[src/rtl/aes_block_byte_serializer.sv]
// Buffers 128-bit plaintext blocks and serializes them MSB byte first onto a valid/ready byte stream.
// Optional PKCS#7 strip of the final frame block is enabled by defining PKCS7_STRIP_EN.
module aes_block_byte_serializer #(
   parameter int FIFO_DEPTH = 2,
   parameter int CNT_W      = 32
) (
   input  logic             clk,
   input  logic             rst_n,
   input  logic             blk_valid,
   input  logic [127:0]     blk_data,
   input  logic             blk_last,
   output logic             blk_ready,
   output logic             byte_valid,
   output logic [7:0]       byte_data,
   input  logic             byte_ready,
   output logic             frame_done,
   output logic [CNT_W-1:0] byte_count,
   output logic             pad_err
);

   localparam int AW = $clog2(FIFO_DEPTH);
   localparam logic [AW:0] FULL_CNT = (AW+1)'(FIFO_DEPTH);

   typedef enum logic {IDLE, SHIFT} state_t;

   logic [128:0]  mem [FIFO_DEPTH];
   logic [AW-1:0] wr_ptr;
   logic [AW-1:0] rd_ptr;
   logic [AW:0]   occ;
   logic          full;
   logic          empty;
   logic          push;
   logic          pop;
   logic [127:0]  head_data;
   logic          head_last;
   logic [4:0]    pop_n;

   state_t        state;
   state_t        state_nxt;
   logic [127:0]  blk_q;
   logic          last_q;
   logic [3:0]    idx;
   logic [4:0]    n_q;
   logic          done_q;
   logic [CNT_W-1:0] cnt_q;
   logic          fire;
   logic          end_blk;

   // Gated by rst_n so the port reads 0 while reset is held.
   assign full      = (occ == FULL_CNT);
   assign empty     = (occ == '0);
   assign blk_ready = rst_n & ~full;
   assign push      = blk_valid & blk_ready;
   assign head_data = mem[rd_ptr][127:0];
   assign head_last = mem[rd_ptr][128];

   always_ff @(posedge clk) begin
      if (push) begin
         mem[wr_ptr] <= {blk_last, blk_data};
      end
   end

   always_ff @(posedge clk or negedge rst_n) begin
      if (!rst_n) begin
         wr_ptr <= '0;
         rd_ptr <= '0;
         occ    <= '0;
      end else begin
         if (push) wr_ptr <= wr_ptr + AW'(1);
         if (pop)  rd_ptr <= rd_ptr + AW'(1);
         case ({push, pop})
            2'b10:   occ <= occ + 1'b1;
            2'b01:   occ <= occ - 1'b1;
            default: occ <= occ;
         endcase
      end
   end

`ifdef PKCS7_STRIP_EN
   logic [7:0] pad;
   logic       pad_ok;
   logic       pad_bad;
   logic       pad_err_q;

   always_comb begin
      pad    = head_data[7:0];
      pad_ok = (pad >= 8'd1) && (pad <= 8'd16);
      for (int i = 0; i < 16; i++) begin
         if ((8'(i) < pad) && (head_data[8*i +: 8] != pad)) pad_ok = 1'b0;
      end
   end

   always_comb begin
      pop_n   = 5'd16;
      pad_bad = 1'b0;
      if (head_last) begin
         if (pad_ok) pop_n = 5'd16 - pad[4:0];
         else        pad_bad = 1'b1;
      end
   end

   always_ff @(posedge clk or negedge rst_n) begin
      if (!rst_n)              pad_err_q <= 1'b0;
      else if (pop && pad_bad) pad_err_q <= 1'b1;
   end

   assign pad_err = pad_err_q;
`else
   assign pop_n   = 5'd16;
   assign pad_err = 1'b0;
`endif

   assign byte_valid = (state == SHIFT);
   assign byte_data  = blk_q[{~idx, 3'b000} +: 8];
   assign fire       = byte_valid & byte_ready;
   assign end_blk    = fire && ({1'b0, idx} == (n_q - 5'd1));
   assign frame_done = done_q;
   assign byte_count = cnt_q;

   always_ff @(posedge clk or negedge rst_n) begin
      if (!rst_n) state <= IDLE;
      else        state <= state_nxt;
   end

   // A dropped (n=0) block is never reloaded in the same cycle a frame ends,
   // so two frame_done pulses can never coincide.
   always_comb begin
      state_nxt = state;
      pop       = 1'b0;
      case (state)
         IDLE: begin
            if (!empty) begin
               pop       = 1'b1;
               state_nxt = (pop_n == 5'd0) ? IDLE : SHIFT;
            end
         end
         SHIFT: begin
            if (end_blk) begin
               if (!empty && (pop_n != 5'd0)) begin
                  pop       = 1'b1;
                  state_nxt = SHIFT;
               end else begin
                  state_nxt = IDLE;
               end
            end
         end
         default: state_nxt = IDLE;
      endcase
   end

   always_ff @(posedge clk or negedge rst_n) begin
      if (!rst_n) begin
         blk_q  <= '0;
         last_q <= 1'b0;
         idx    <= '0;
         n_q    <= '0;
         done_q <= 1'b0;
         cnt_q  <= '0;
      end else begin
         done_q <= (end_blk && last_q) || (pop && (pop_n == 5'd0) && head_last);
         if (pop) begin
            blk_q  <= head_data;
            last_q <= head_last;
            idx    <= '0;
            n_q    <= pop_n;
         end else if (fire) begin
            idx <= idx + 4'd1;
         end
         if (fire) cnt_q <= cnt_q + {{(CNT_W-1){1'b0}}, 1'b1};
      end
   end

endmodule
[config.mk]
export PLATFORM = sky130hd
export DESIGN_NAME = aes_block_byte_serializer
export DESIGN_NICKNAME = d
export VERILOG_FILES = /design/src/rtl/aes_block_byte_serializer.sv
export SDC_FILE = /design/constraint.sdc
export NUM_CORES = 1
export LEC_CHECK = 0
export BUFFER_PORTS_ARGS = -buffer_cell sky130_fd_sc_hd__buf_2
export CELL_PAD_IN_SITES_DETAIL_PLACEMENT = 1
export CELL_PAD_IN_SITES_GLOBAL_PLACEMENT = 1
export CORE_MARGIN = 1.5
export CORE_UTILIZATION = 45
export DETAILED_ROUTE_END_ITERATION = 10
export GPL_ROUTABILITY_DRIVEN = 1
export HOLD_SLACK_MARGIN = 0.03
export PLACE_DENSITY = 0.79
export SYNTH_ARGS = -nofsm -noshare
export SYNTH_HDL_FRONTEND = slang
export SYNTH_SLANG_ARGS = --single-unit
[constraint.sdc]
create_clock -name clk -period 13.5 [get_ports clk]
set_input_delay 2.025 -clock clk [delete_from_list [all_inputs] [get_ports clk]]
set_output_delay 2.025 -clock clk [all_outputs]
set_load 0.05 [all_outputs]
# --- After elaboration in Yosys (flattened, before gate mapping) ---
# Memories as Yosys holds them, arrays and structs flattened. A register that Yosys moved wholly into a read port is not among the register bits.
# Index checks and enable logic that the tools add are counted.
totals:
  register_bits: 43
  ramBits: 258
  in_bits: 133
  out_inout_bits: 44
  word_cells: 43
  mem_count: 1
classes:
  addsub: 7
  eq_ne: 4
  shift: 1
  n_mux: 10
  n_bitwise: 6
  reduce_logical: 6
mem_list:
  columns: ["name", "words", "width", "read_ports", "rd_ports_with_merged_regs", "wr", "line", "rtl"]
  rows:
  - ["mem", 2, 129, 1, 1, 1, "26", "logic [128:0] mem [FIFO_DEPTH];"]
op_table:
  columns: ["operator", "count"]
  rows:
  - ["128-bit by 8-bit indexed part select with 8-bit output", 1]
  - ["32-bit by 1-bit adder with 32-bit output, second input constant", 1]
  - ["4-bit two-way mux", 2]
  - ["4-bit by 5-bit equality test with 1-bit output", 1]
  - ["1-bit two-way mux", 5]
  - ["5-bit by 1-bit subtractor with 5-bit output, second input constant", 1]
  - ["4-bit by 1-bit adder with 4-bit output, second input constant", 1]
  - ["2-bit equality test, second input constant", 2]
  - ["4-bit NOT", 1]
  - ["1-bit case mux with 2 select lines", 2]
  - ["2-bit case mux with 2 select lines", 1]
  - ["2-bit nonzero test", 2]
  - ["1-bit bitwise AND", 3]
  - ["1-bit adder, second input constant", 2]
  - ["2-bit by 1-bit adder with 2-bit output, second input constant", 1]
  - ["2-bit by 1-bit equality test with 1-bit output, second input constant", 1]
  - ["1-bit logical AND", 2]
  - ["2-bit logical NOT", 1]
  - ["1-bit NOT", 2]
  - ["2-bit by 1-bit subtractor with 2-bit output, second input constant", 1]
  - ["1-bit logical NOT", 1]

# --- Depth between registers and ports, before layout ---
# Gate-level depths: netlist (run 1).
logic_depth:
  word_depth: 7
  ltp_mapped: 11
  ltp_nobuf: 9

# --- Least setup slack after synthesis (run 1) ---
# OpenSTA, ideal clock, no wires.
synth_timing:
  kind: "input -> register"
  start: "input rst_n"
  end: "memory mem[0][0] (enable)"
  setup_time_ps: 619
  arrival_ps: 9002
  required_ps: 12881
  slack_ps: 3879
  stages: 3
  n_path_buf: 0
  cell_sequence: "a21boi_0 nand2_1 nor2_1"
synth_between:
  elab_chain_len: 4
synth_lines:
  columns: ["element", "line", "rtl"]
  rows:
  - ["start, declared", "8", "input logic rst_n,"]
  - ["1-bit bitwise AND", "52", "assign blk_ready = rst_n & ~full;"]
  - ["1-bit bitwise AND", "53", "assign push = blk_valid & blk_ready;"]
  - ["1-bit two-way mux", "58", "if (push) begin"]
  - ["1-bit two-way mux (implied by the code)", "59", "mem[wr_ptr] <= {blk_last, blk_data};"]
  - ["end, declared", "26", null]
# No other way between the ends.

# --- Worst setup path after layout (run 1) ---
layout_timing:
  start: "input rst_n"
  end: "output blk_ready"
layout_between:
  elab_chain_len: 1
layout_lines:
  columns: ["element", "line", "rtl"]
  rows:
  - ["1-bit bitwise AND", "52", null]
  - ["end, declared", "12", "output logic blk_ready,"]
# No other way between the ends.

==> results of run 1 <==
[report_power, final]
group          internal, mW  switching (mW)  leakage [nW]
sequential             1.53          0.0852          4.72
clock                 0.743           0.498         0.731
combinational         0.114           0.211          2.64
total                  2.39           0.793          8.09
[cells by family after synthesis]
kind of cell | after synthesis | synth area share
AOI/OAI and AO/OA | 20 | 0.00882
xor gates and xnor gates | 39 | 0.0201
adders and majority gates | 3 | 0.00221
buffers and inverters | 47 | 0.0168
DFF | 430 | 0.708
muxes | 290 | 0.213
other | 1 | 0.000220
and+or+nand+nor | 96 | 0.0309
[state kept, by name, summed over array words and instances (netlist names), 2 cells and up]
signal / flops
occ: 2
byte_count: 32
blk_q: 128
mem: 258
idx: 4
[worst reg2reg max path, stage by stage, from the launching register on]
cell	delay, ps
dfrtp_2	580
buf_4	560
ha_1	310
nand3_2	110
o21ai_2	180
o21ai_2	130
inv_6	480
buf_4	890
mux2_2	500
[layout make-up]
cell class,count,area share
Clock buffer,62,0.0630
Sequential cell,430,0.608
Clock inverter,21,0.0118
Timing Repair Buffer,183,0.0475
Tap cell,511,0.0322
Inverter,5,0.00120
Multi-Input combinational cell,449,0.237
[layout by cell type, fill, tap and decap left out, types with 2 or more instances in the layout]
master and count:
o21ai_2 2, and2_1 4, inv_1 4, mux4_2 32, nand2_1 32, clkbuf_16 45
dfrtp_2 2, dfrtp_1 169, nor3_2 2, clkinv_1 6, clkinv_2 7, nor2b_1 2
and3_1 7, xor2_1 10, clkbuf_1 11, inv_6 3, a22oi_1 16, and4_1 7
nand4_1 14, clkbuf_8 6, mux2i_1 2, mux2_1 54, nor3_1 6, buf_4 8
mux2_2 202, nand3_1 8, nor2_1 8, edfxtp_1 258, ha_1 3, xnor2_1 29
bufinv_16 5, buf_2 174
[stage by stage]
step | util | std cells | power, mW | setup slack (ps) | hold slack, ps
detailed placement | 0.490 | 1578 | 1.97 | 8350 | 471
global route | 0.529 | 1661 | 3.30 | 8240 | 508
floorplan | - | 926 | 1.85 | 3880 | 452
CTS | 0.529 | 1661 | 3.22 | 8290 | 486
global placement | 0.490 | 1578 | 1.96 | 8390 | 457
finish | 0.529 | 1661 | 3.18 | 8360 | 478
[per-layer routing]
metal / GRT usage / up-vias / share of wire
met3: 0.0328 / 67 / 0.039
met5: 0 / - / 0.00030
met1: 0.263 / 4492 / 0.43
met2: 0.327 / 179 / 0.50
met4: 0.0630 / 2 / 0.027
li1: - / 3918 / -
[path summary, 6_finish.rpt]
kind | startpoint | endpoint | slack, ps | cells past startpoint
min in group asynchronous | rst_n | blk_q[94] | 1360 | 1
worst max register to register | idx[0] | blk_q[67] | 9680 | 8
worst min-delay path | byte_count[31] | byte_count[31] | 480 | 1
worst min register to register | byte_count[31] | byte_count[31] | 480 | 1
max in group asynchronous | rst_n | blk_q[59] | 9990 | 3
worst max-delay path | rst_n | blk_ready | 8360 | 3
==> flow_metrics.py, run 1 <==
metrics = {
    "job": {
        "drv_cap": 0,
    },
    "yosys": {
        "synth_top_flop_cell": "edfxtp_1",
        "yosysSeqAreaShare": 0.708,
        "synth_edf_count": 258,
        "synth_top_area_share": 0.455,
        "synth_area_um2": 17000,
        "ys_types": 37,
        "yosys_warnings": 0,
        "synthArstFlopShare": 0.400,
        "yosysMostFrequentCell": "edfxtp_1",
        "yosysTopAreaCell": "edfxtp_1",
        "ys_ff_latch": 430,
        "synthCells": 926,
        "synth_area_leaders": "edfxtp_1, dfrtp_1, mux2_2",
        "syn_avg_cell_area_um2": 18.4,
        "synthTopCellsByCount": "edfxtp_1, mux2_2, dfrtp_1, mux2_1",
        "synth_fp_nets": 1062,
    },
    "setup_path": {
        "end_kind": "output port",
        "arrival_ps": 3110,
        "max_stage_delay_ps": 410,
        "critPathBufInv": 2,
        "crit_fanout": 35,
        "critPathRequiredTime_ps": 11480,
        "path_cells": "buf_6 -> a21boi_0 -> buf_2",
        "cp_top_family": "buffers and inverters",
        "startpoint_type": "primary input",
        "cp_slowest_cell": "a21boi_0",
        "critical_path_class": "primary input to output port",
    },
    "finish": {
        "seqCellArea_um2": 12100,
        "multi_input_area_um2": 4700,
        "syn2layout_area_growth_pct": 16.6,
        "fin_area_um2": 19800,
        "drive_above_1_share": 0.430,
        "fin_nets": 1250,
        "nFillCells": 3489,
        "num_antenna_cells": 0,
    },
    "global_route": {
        "grt_pass1_vias": 9686,
        "antenna_found_initial": 2,
        "grt_pass1_wl_um": 57800,
        "grt_use_total": 0.196,
        "grt_overflow_total": 0,
        "grt_max_degree": 80,
    },
    "drt": {
        "vias_per_cell": 5.21,
        "drt_iter0_markers": 457,
        "wl_um": 36900,
        "dr.pass1.iters": 4,
        "drcViolationCount": 0,
        "wl_per_cell_um": 22.2,
        "ant_nets": 0,
        "vias": 8658,
    },
    "die": {
        "initial_core_util": 0.454,
        "design.core.area_um2": 37500,
        "ios": 177,
        "die_w_um": 197,
        "fp.dieH_um": 197,
        "rows": 71,
        "dieArea_um2": 39000,
    },
    "cts": {
        "cts_resized": 0,
        "clk_pin_slew_ps": 50,
        "cts_tree": "done",
        "clock_latency_ps": 550,
        "cts_root_buffer": "clkbuf_16",
        "htree_levels": 2,
        "cts_hold_buf": 0,
        "cts_buffers": 45,
        "clock_path_buffers": 3,
        "postCtsSetupBuffers": 0,
        "cts_sinks": 430,
    },
    "power_and_ir_drop": {
        "p_leak_nw": 8.09,
        "power.density_nw_per_um2": 160,
        "ir_drop_mv": 0.124,
    },
    "placement": {
        "dpl_cell_area_um2": 18400,
        "place_hpwl_um": 23600,
        "portBuffers": 175,
        "gp_congestion": 0.757,
    },
    "timing": {
        "finalClockSkew_ps": 28.5,
        "max_freq_ghz": 0.195,
        "setup_tns_ps": 0,
        "finalCriticalPeriod_ps": 5140,
        "relSlewSlack": 0.299,
        "tightestPinTransition_ps": 1050,
        "finalSetupViolCount": 0,
        "fin_crit_sh": 0.380,
        "slew_viol_final": 0,
        "hold_viol": 0,
        "rsz0062_at_grt": "false",
    },
    "min_path": {
        "hp-class": "flop to flop",
    },
    "status": {
        "outcome": "complete, no violations",
    },
}
(Power assumes the default switching activity.)
==> inputs of run 2 (changes only) <==
==> constraint.sdc (replaced) <==
create_clock -name clk -period 5.34 [get_ports clk]
set_input_delay 0.801 -clock clk [delete_from_list [all_inputs] [get_ports clk]]
set_output_delay 0.801 -clock clk [all_outputs]
set_load 0.05 [all_outputs]
==> flow_metrics.py, run 2 (synthesized netlist as in run 1, its figures left out) <==
metrics = {
    "status": {
        "outcome": "complete, no violations",
    },
    "timing": {
        "relSlewSlack": 0.331,
        "max_freq_ghz": 0.270,
        "slew_viol_final": 0,
        "setup_tns_ps": 0,
        "final.setup.worst_slack_ps": 1630,
        "rsz0062_at_grt": "false",
        "tightestPinTransition_ps": 1000,
        "finalClockSkew_ps": 20.1,
        "hold_viol": 0,
        "finalSetupViolCount": 0,
        "finalCriticalPeriod_ps": 3710,
        "fin_crit_sh": 0.694,
    },
    "drt": {
        "wl_per_cell_um": 22.6,
        "drcViolationCount": 0,
        "wl_met3_um": 1840,
        "m1WireLength_um": 16200,
        "dr.max_layer_used": "met4",
        "dr.pass1.iters": 4,
        "vias": 8764,
        "drt_iter0_markers": 371,
        "met2WireLength_um": 18600,
        "vias_per_cell": 5.26,
        "ant_nets": 0,
        "wl_um": 37700,
    },
    "power_and_ir_drop": {
        "power.density_nw_per_um2": 407,
        "p_leak_nw": 8.14,
        "ir_drop_mv": 0.279,
    },
    "die": {
        "rows": 71,
        "die_w_um": 197,
        "fp.dieH_um": 197,
        "ios": 177,
        "design.core.area_um2": 37500,
        "dieArea_um2": 39000,
        "initial_core_util": 0.454,
    },
    "setup_path": {
        "cp_slowest_cell": "mux4_2",
        "regToRegSetupSlack_ps": 1860,
        "path_cells": "buf_4 -> mux4_2 -> a22oi_1 -> nand2_1 -> buf_2",
        "critPathRequiredTime_ps": 4540,
        "r2r_start": "idx[1]",
        "endpoint": "byte_data[7]",
        "crit_fanout": 26,
        "critical_path_class": "flop to output port",
        "reg2reg_to": "blk_q[17]",
        "end_kind": "output port",
        "arrival_ps": 2910,
        "startpoint_type": "flop",
        "max_stage_delay_ps": 570,
        "startpoint": "idx[0]",
        "ff2ff_path_depth": 7,
    },
    "cts": {
        "cts_tree": "done",
        "cts_sinks": 430,
        "clk_pin_slew_ps": 60,
        "cts_resized": 0,
        "clock_path_buffers": 3,
        "htree_levels": 2,
        "cts_root_buffer": "clkbuf_16",
        "clock_latency_ps": 570,
        "postCtsSetupBuffers": 0,
        "cts_hold_buf": 0,
        "cts_buffers": 46,
    },
    "finish": {
        "syn2layout_area_growth_pct": 17.2,
        "drive_above_1_share": 0.434,
        "mostFrequentLayoutCells": "edfxtp_1, mux2_2, buf_2, dfrtp_1, mux2_1",
        "fin_nets": 1252,
        "layout_commonest_cell": "edfxtp_1",
        "largest_register": "mem",
        "largest_register_ffs": 258,
    },
    "global_route": {
        "grt_pass1_vias": 9708,
        "antenna_found_initial": 2,
        "grt_overflow_total": 0,
        "grt_use_total": 0.202,
        "grt_max_degree": 104,
        "grt_pass1_wl_um": 58500,
    },
    "job": {
        "drv_cap": 0,
    },
    "placement": {
        "place_hpwl_um": 24700,
        "dp_slack_ps": 1880,
        "gp_congestion": 0.740,
        "portBuffers": 175,
    },
    "min_path": {
        "hp-class": "primary input to asynchronous set/reset pin",
    },
}
run 2: worst min path at each step:
stage / depth (start not counted) / endpoint / startpoint / slack (ps)
detailed placement: 1 / byte_count[31] / byte_count[31] / 460
global route: 1 / blk_q[99] / rst_n / 210
floorplan: 1 / blk_q[10] / blk_q[10] / 450
global placement: 1 / byte_count[31] / byte_count[31] / 460
finish: 1 / blk_q[93] / rst_n / 180
CTS: 1 / blk_q[102] / rst_n / 190
run 2: through the flow:
step | instance area [um2] | power, mW | hold WS [ps] | utilization | cells
after floorplan | 17000 | 4.64 | 452 | - | 926
after global placement | 18400 | 4.93 | 458 | 0.491 | 1579
after detailed placement | 18400 | 4.98 | 461 | 0.491 | 1579
after CTS | 19900 | 8.22 | 187 | 0.532 | 1665
after global routing | 20000 | 8.43 | 212 | 0.532 | 1666
final | 20000 | 8.12 | 179 | 0.532 | 1666
run 2: cell type report:
| class | count | area [um2] |
|---|---|---|
| clock inverters | 20 | 220 |
| inverters | 5 | 23.8 |
| fillers | 3476 | 17500 |
| multi-input cells | 449 | 4700 |
| clock buffers | 66 | 1340 |
| repair buffers | 184 | 975 |
| diodes | 1 | 2.50 |
| well taps | 511 | 639 |
| flip-flops and latches | 430 | 12100 |
run 2: power breakdown:
part           switching, mW  total [mW]  internal (mW)  leakage (nW)
Clock                   1.29        3.23           1.94         0.770
Sequential             0.205        4.07           3.87          4.72
Combinational          0.527       0.821          0.294          2.65
Total                   2.02        8.12           6.10          8.14
run 2: critical path, delay by kind of cell, from the launching register on:
family	cells	cell delay, ps
buffers and inverters	2	730
multiplexers	1	570
flip-flops	1	540
AO/OA/AOI/OAI	1	340
AND/OR/NAND/NOR	1	140
run 2: layer usage:
layer,vias up,track usage
met3,57,0.0365
met5,-,0
li1,3913,-
met1,4582,0.270
met2,212,0.331
met4,0,0.0724
==> inputs of run 3 (changes only) <==
==> constraint.sdc (replaced) <==
create_clock -name clk -period 3.9 [get_ports clk]
set_input_delay 0.585 -clock clk [delete_from_list [all_inputs] [get_ports clk]]
set_output_delay 0.585 -clock clk [all_outputs]
set_load 0.05 [all_outputs]
==> flow_metrics.py, run 3 (synthesized netlist as in run 1, its figures left out) <==
metrics = {
    "placement": {
        "portBuffers": 175,
        "dp_slack_ps": 911,
        "place_hpwl_um": 25700,
        "dpl_cell_area_um2": 18500,
        "gp_congestion": 0.808,
    },
    "die": {
        "rows": 71,
        "initial_core_util": 0.454,
        "fp.dieH_um": 197,
        "die_w_um": 197,
        "design.core.area_um2": 37500,
        "dieArea_um2": 39000,
        "ios": 177,
    },
    "finish": {
        "syn2layout_area_growth_pct": 17.5,
        "fin_nets": 1260,
        "layout_commonest_cell": "edfxtp_1",
        "largest_register_ffs": 258,
        "drive_above_1_share": 0.437,
        "nFillCells": 3479,
        "fin_area_um2": 20000,
        "largest_register": "mem",
        "mostFrequentLayoutCells": "edfxtp_1, mux2_2, buf_2, dfrtp_1, mux2_1",
    },
    "timing": {
        "rsz0062_at_grt": "false",
        "max_freq_ghz": 0.285,
        "finalClockSkew_ps": 25.8,
        "hold_viol": 0,
        "slew_viol_final": 0,
        "relSlewSlack": 0.393,
        "setup_tns_ps": 0,
        "tightestPinTransition_ps": 910,
        "fin_crit_sh": 0.900,
        "final.setup.worst_slack_ps": 392,
        "finalSetupViolCount": 0,
        "finalCriticalPeriod_ps": 3510,
    },
    "cts": {
        "clock_latency_ps": 570,
        "htree_levels": 2,
        "cts_root_buffer": "clkbuf_16",
        "cts_tree": "done",
        "cts_hold_buf": 0,
        "clk_pin_slew_ps": 60,
        "cts_sinks": 430,
        "clock_path_buffers": 3,
        "cts_buffers": 47,
        "cts_resized": 0,
        "postCtsSetupBuffers": 0,
    },
    "job": {
        "drv_cap": 0,
    },
    "setup_path": {
        "endpoint": "byte_data[1]",
        "critical_path_class": "flop to output port",
        "end_kind": "output port",
        "r2r_start": "idx[0]",
        "startpoint": "idx[0]",
        "ff2ff_path_depth": 7,
        "crit_fanout": 18,
        "critPathRequiredTime_ps": 3310,
        "startpoint_type": "flop",
        "arrival_ps": 2920,
        "reg2reg_to": "blk_q[17]",
        "regToRegSetupSlack_ps": 1020,
    },
    "global_route": {
        "grt_pass1_vias": 9735,
        "grt_use_total": 0.207,
        "grt_overflow_total": 0,
        "antenna_found_initial": 4,
        "grt_pass1_wl_um": 59900,
        "grt_max_degree": 71,
    },
    "drt": {
        "dr.pass1.iters": 6,
        "vias_per_cell": 5.33,
        "wl_um": 39000,
        "vias": 8909,
        "drcViolationCount": 0,
        "ant_nets": 0,
        "drt_iter0_markers": 400,
        "wl_per_cell_um": 23.3,
    },
    "power_and_ir_drop": {
        "ir_drop_mv": 0.326,
        "p_leak_nw": 8.15,
        "p_total_mw": 11.1,
        "power.density_nw_per_um2": 555,
    },
    "status": {
        "outcome": "complete, no violations",
    },
    "min_path": {
        "hp-class": "primary input to asynchronous set/reset pin",
    },
}
run 3: cell types whose count changed in the layout (fill, tap and decap cells not counted), moves of 2 or more:
cell        before  now
clkbuf_1        10   13
clkinv_8         2    0
buf_12           2    4
clkinvlp_4       0    3
buf_4            7   12
clkinv_1         5    3
clkbuf_8         9    6
inv_6            2    4
clkinv_2         8    6
run 3: layer usage:
layer  wire, um  GRT usage  vias up  share of wire
met5         23          0        -        0.00059
met1      17200      0.286     4670           0.44
met2      18700      0.328      233           0.48
met3       1880     0.0384       77          0.048
li1           -          -     3925              -
met4       1150     0.0763        4          0.030
run 3: area by class of cell:
cell class / instances / area [um2] / share of cell area
Clock buffer: 66 / 1310 / 0.0654
Multi-Input combinational cell: 449 / 4700 / 0.235
Timing Repair Buffer: 191 / 1050 / 0.0526
Tap cell: 511 / 639 / 0.0320
Sequential cell: 430 / 12100 / 0.603
Clock inverter: 19 / 210 / 0.0105
Inverter: 5 / 23.8 / 0.00119
Antenna cell: 1 / 2.50 / 0.000125
run 3: where the power goes:
part           total [mW]  switching [mW]  internal [mW]  leakage, nW
sequential           5.57           0.273           5.30         4.72
combinational        1.14           0.731          0.409         2.69
clock                4.38            1.78           2.60        0.736
total                11.1            2.78           8.31         8.15
run 3: how the worst min path moves through the flow:
| stage | start | end | slack (ps) | cells past startpoint |
|---|---|---|---|---|
| after floorplan | rst_n | blk_q[0] | 290 | 0 |
| after global placement | byte_count[31] | byte_count[31] | 460 | 1 |
| after detailed placement | blk_q[42] | blk_q[42] | 470 | 1 |
| after CTS | rst_n | blk_q[78] | 130 | 2 |
| after global routing | rst_n | blk_q[78] | 150 | 2 |
| final | rst_n | blk_q[78] | 120 | 2 |
run 3: worst max-delay path, cell delays in order (launching register included):
cell and delay [ps]:
dfrtp_2 770, buf_4 440, mux4_2 540, a22oi_1 200, nand2_1 150, buf_2 250
run 3: stage by stage:
stage,util,std cells,hold WS [ps]
5_1_grt,0.533,1672,151
4_1_cts,0.533,1671,129
2_1_floorplan,-,926,289
6_report,0.533,1672,121
3_5_place_dp,0.493,1586,469
3_3_place_gp,0.493,1586,456
